<file path="config.mk">
export PLATFORM = sky130hd
export DESIGN_NAME = io_handshake_unit
export DESIGN_NICKNAME = d
export VERILOG_FILES = /design/src/rtl/io_handshake_unit.sv
export SDC_FILE = /design/constraint.sdc
export NUM_CORES = 1
export LEC_CHECK = 0
export ABC_CLOCK_PERIOD_IN_PS = 2000
export CAP_MARGIN = 20
export CORE_MARGIN = 2
export CORE_UTILIZATION = 44
export DETAILED_ROUTE_END_ITERATION = 10
export GPL_ROUTABILITY_DRIVEN = 0
export PLACE_DENSITY_LB_ADDON = 0.2
export SLEW_MARGIN = 20
export SYNTH_ARGS = -nofsm -noshare
export SYNTH_HDL_FRONTEND = slang
export SYNTH_SLANG_ARGS = --single-unit
</file>
<file path="constraint.sdc">
create_clock -name clock -period 2 [get_ports clock]
set_clock_uncertainty 0.2 [all_clocks]
set_input_delay 0.6 -clock clock [delete_from_list [all_inputs] [get_ports clock]]
set_output_delay 0.6 -clock clock [all_outputs]
set_load 0.1 [all_outputs]
</file>
<file path="src/rtl/io_handshake_unit.sv">
// io_handshake_unit: user-side responder for core INPUT/OUTPUT/PAUSE requests.
// Debounces the key, captures switches, latches display data, pulses acks.
module io_handshake_unit #(
    parameter int DEBOUNCE_CYCLES = 50000,
    parameter int SWITCH_WIDTH    = 16
) (
    input  logic                    clock,
    input  logic                    reset,
    input  logic                    is_input,
    input  logic                    is_output,
    input  logic [31:0]             core_output_data,
    input  logic                    button_raw,
    input  logic [SWITCH_WIDTH-1:0] switches,
    output logic                    confirmation,
    output logic                    continue_button,
    output logic [31:0]             input_data,
    output logic [31:0]             display_data,
    output logic                    waiting
);

    localparam int CW = $clog2(DEBOUNCE_CYCLES + 1);
    localparam logic [CW-1:0] CNT_TOP = CW'(DEBOUNCE_CYCLES - 1);

    typedef enum logic [1:0] {
        IDLE,
        WAIT_PRESS,
        ACK,
        WAIT_RELEASE
    } state_t;

    typedef enum logic [1:0] {
        K_INPUT,
        K_OUTPUT,
        K_PAUSE
    } kind_t;

    logic                    btn_meta;
    logic                    btn_sync;
    logic                    btn_level;
    logic                    btn_level_q;
    logic [CW-1:0]           db_cnt;
    logic [SWITCH_WIDTH-1:0] sw_q;

    state_t state;
    state_t state_nx;
    kind_t  kind;
    kind_t  kind_nx;

    logic any_req;
    logic press;
    logic cap_display;
    logic cap_input;

    always_ff @(posedge clock) begin
        if (!reset) begin
            btn_meta <= 1'b0;
            btn_sync <= 1'b0;
            sw_q     <= '0;
        end else begin
            btn_meta <= button_raw;
            btn_sync <= btn_meta;
            sw_q     <= switches;
        end
    end

    // A level change is accepted only after an unbroken mismatch run.
    always_ff @(posedge clock) begin
        if (!reset) begin
            btn_level <= 1'b0;
            db_cnt    <= '0;
        end else if (btn_sync == btn_level) begin
            db_cnt <= '0;
        end else if (db_cnt == CNT_TOP) begin
            btn_level <= btn_sync;
            db_cnt    <= '0;
        end else begin
            db_cnt <= db_cnt + CW'(1);
        end
    end

    always_ff @(posedge clock) begin
        if (!reset) begin
            btn_level_q <= 1'b0;
        end else begin
            btn_level_q <= btn_level;
        end
    end

    assign press   = btn_level & ~btn_level_q;
    assign any_req = is_input | is_output;

    always_comb begin
        kind_nx = K_OUTPUT;
        unique case (1'b1)
            is_input && is_output:  kind_nx = K_PAUSE;
            is_input && !is_output: kind_nx = K_INPUT;
            default:                kind_nx = K_OUTPUT;
        endcase
    end

    always_comb begin
        state_nx    = state;
        cap_display = 1'b0;
        cap_input   = 1'b0;
        case (state)
            IDLE: begin
                if (any_req) begin
                    state_nx    = WAIT_PRESS;
                    cap_display = (kind_nx == K_OUTPUT);
                end
            end
            WAIT_PRESS: begin
                if (!any_req) begin
                    state_nx = IDLE;
                end else if (press) begin
                    state_nx  = ACK;
                    cap_input = (kind == K_INPUT);
                end
            end
            ACK: begin
                state_nx = WAIT_RELEASE;
            end
            WAIT_RELEASE: begin
                if (!btn_level) begin
                    state_nx = IDLE;
                end
            end
            default: begin
                state_nx = IDLE;
            end
        endcase
    end

    always_ff @(posedge clock) begin
        if (!reset) begin
            state <= IDLE;
            kind  <= K_INPUT;
        end else begin
            state <= state_nx;
            if (state == IDLE && any_req) begin
                kind <= kind_nx;
            end
        end
    end

    always_ff @(posedge clock) begin
        if (!reset) begin
            display_data <= '0;
            input_data   <= '0;
        end else begin
            if (cap_display) begin
                display_data <= core_output_data;
            end
            if (cap_input) begin
                input_data <= 32'(sw_q);
            end
        end
    end

    assign confirmation    = (state == ACK) && (kind != K_PAUSE);
    assign continue_button = (state == ACK) && (kind == K_PAUSE);
    assign waiting         = (state == WAIT_PRESS);

endmodule

</file>
==> results.yml <==
outcome:
  status: "complete, but fails checks"
  failed_checks: "setup timing"
floorplanning:
  num_rows: 31
  die_y_um: 90.5
  dieArea_mm2: 0.00820
  die_w_um: 90.5
  pin_count: 120
  core-area_mm2: 0.00725
  start_util: 0.454
drt:
  drcViolationCount: 0
  drtAntennaViolNets: 0
  viasPerCell: 4.75
  drt_iter0_markers: 119
  dr.pass1.iters: 4
  vias: 2731
  wirelength_mm: 7.39
  wire_per_inst_um: 12.9
place:
  dp_hpwl_mm: 5.40
  dpl.cell_count: 556
  numPortBuffers: 103
pwr:
  pwr-share-clk: 0.315
  seqPwrFrac: 0.487
  p_sw_w: 0.00113
  p_sw_frac: 0.299
  ir_drop_mv: 0.451
  p_int_w: 0.00266
  p_leak_nw: 2.05
  power_density_mw_per_mm2: 731
  power_frac_comb: 0.197
critical_path:
  crit_type: "register to output port"
  crit_arrival_ps: 1230
  required_ps: 1200
  start_kind: "register"
  path_max_fanout: 2
  end_kind: "output port"
sta:
  setup_ws_ps: -32.3
  hold_violations: 0
  timing.final.crit_share: 1.02
  rsz0062_at_grt: "true"
  period_minus_slack_ps: 2030
  maxSlewViolCount: 0
  max_freq_ghz: 0.492
  setup_viol: 1
finish:
  final_cell_count_no_fill: 575
  drive_gt1_frac: 0.193
  area_growth_pct: 57.6
  post-route-util: 0.716
  layout_commonest_cell: "dfxtp_1"
  diodes: 0
  final_cell_mix: "84 x dfxtp_1, 69 x nand2_1, 55 x buf_12, 52 x clkdlybuf4s50_1"
  nNetsFinal: 525
clocking:
  htree_levels: 3
  clock-sinks: 88
  clk_pin_slew_ps: 80
  cts_tree: "done"
  insertion_delay_ps: 340
  cts-root-buf: "clkbuf_8"
  clk_path_buf_depth: 2
  numCtsBuffers: 9
grt:
  antenna_found_initial: 0
  grt_max_degree: 53
  grt_use_total: 0.190
  grt.overflow.total: 0
  grt_pass1_wl_mm: 12.7
  grt_pass1_vias: 2669
logic_synthesis:
  synth.distinct_cells: 36
  syn_inst: 361
  yosysWarnings: 0
  avgSynthCellArea_um2: 9.13
  synth.ff_latch_count: 88
  ys_seq_area_frac: 0.535
  synthesis.area_mm2: 0.00330
hold_path:
  hp-class: "register to register"
job:
  maxCapViolations: 0
flip-flops by register name, indices dropped and copies added (netlist names), named ones only:
signal / count
btn_sync: 1
kind: 2
state: 1
btn_level_q: 1
btn_meta: 1
db_cnt: 16
input_data: 16
sw_q: 16
display_data: 32
btn_level: 1
worst max-delay path: stages, from the launching register on:
cell and delay (ps):
dfxtp_2 330, nor2b_4 160, and3b_2 220, buf_12 170
Yosys cell counts, drive strengths merged:
library cell,number,share of area
ha,1,0.0038
nand3,6,0.0091
and2b,1,0.0030
o21ai,1,0.0015
and2,19,0.036
xnor2,10,0.027
nor4bb,2,0.0061
dfxtp,88,0.53
nor4b,2,0.0099
o31ai,1,0.0023
nor2b,2,0.0038
nor3,5,0.0076
nor4,3,0.0057
nand2,69,0.079
xor2,4,0.011
and3b,1,0.0027
o21ba,1,0.0030
clkinv,1,0.0011
inv,4,0.0046
nand4,7,0.018
nand2b,1,0.0019
nor2,37,0.042
a31o,1,0.0027
nand3b,1,0.0023
clkbuf,7,0.0080
mux2i,18,0.055
nor3b,1,0.0023
a21oi,37,0.056
buf,26,0.054
a211oi,1,0.0023
conb,1,0.0011
and3,2,0.0038
final timing paths:
path | start | to | cells after the start | slack, ps
worst max-delay path | kind[1]$_SDFFE_PN0P_ | continue_button | 3 | -30
worst max register to register | db_cnt[0]$_SDFF_PP0_ | db_cnt[4]$_SDFF_PP0_ | 6 | 290
worst min register to register | btn_meta$_SDFF_PN0_ | btn_sync$_SDFF_PN0_ | 1 | 240
worst min-delay path | btn_meta$_SDFF_PN0_ | btn_sync$_SDFF_PN0_ | 1 | 240
routing by layer:
layer	global-route usage	up-vias	part of all wire
li1	-	1369	-
met1	0.235	1259	0.43
met2	0.316	89	0.49
met3	0.0526	14	0.055
met4	0.0705	0	0.022
met5	0	-	0
power by group through the flow:
| stage | Clock (W) | Sequential (W) | Combinational [W] |
|---|---|---|---|
| finish | 0.00120 | 0.00185 | 0.000749 |
| global route | 0.00132 | 0.00186 | 0.000783 |
| CTS | 0.00123 | 0.00185 | 0.000751 |
| detailed placement | 0 | 0.00189 | 0.000744 |
| global placement | 0 | 0.00189 | 0.000736 |
| floorplan | 0 | 0.00207 | 0.000295 |
final cells by class:
class / count / area (um^2)
fillers: 535 / 2060
well taps: 99 / 124
repair buffers: 117 / 1700
flip-flops and latches: 88 / 1770
clock buffers: 10 / 128
multi-input cells: 250 / 1390
clock inverters: 6 / 68.8
inverters: 5 / 18.8
cell families (layout without fill, tap and decap cells):
kind of cell    after synthesis  in the layout  synth area share
simple gates                159            159             0.233
flops                        88             88             0.535
compound gates               42             42            0.0680
buf+inv                      38            138            0.0680
mux                          18             18            0.0547
xor+xnor                     14             14            0.0372
fa+ha+maj                     1              1           0.00380
other cells                   1             16           0.00114
per-stage QoR:
step                      setup TNS (ps)  instance area [um^2]  power [W]  hold slack (ps)  setup WS, ps
after floorplan                     -121                  3360    0.00236              212          -121
after global placement             -5110                  4960    0.00262              220          -127
after detailed placement           -7380                  4960    0.00263              217          -210
after CTS                          -66.5                  5180    0.00383              236         -46.9
after global routing                -164                  5190    0.00396              263         -84.1
final                              -32.3                  5190    0.00380              238         -32.3
what timing repair did:
action	CTS	global route
buffers inserted	2	1
pin swaps	1	0
hold buffers	0	0
resized for setup	7	1
endpoints found under the setup margin	3	3
Note: power is estimated with default switching activity, not from simulation.
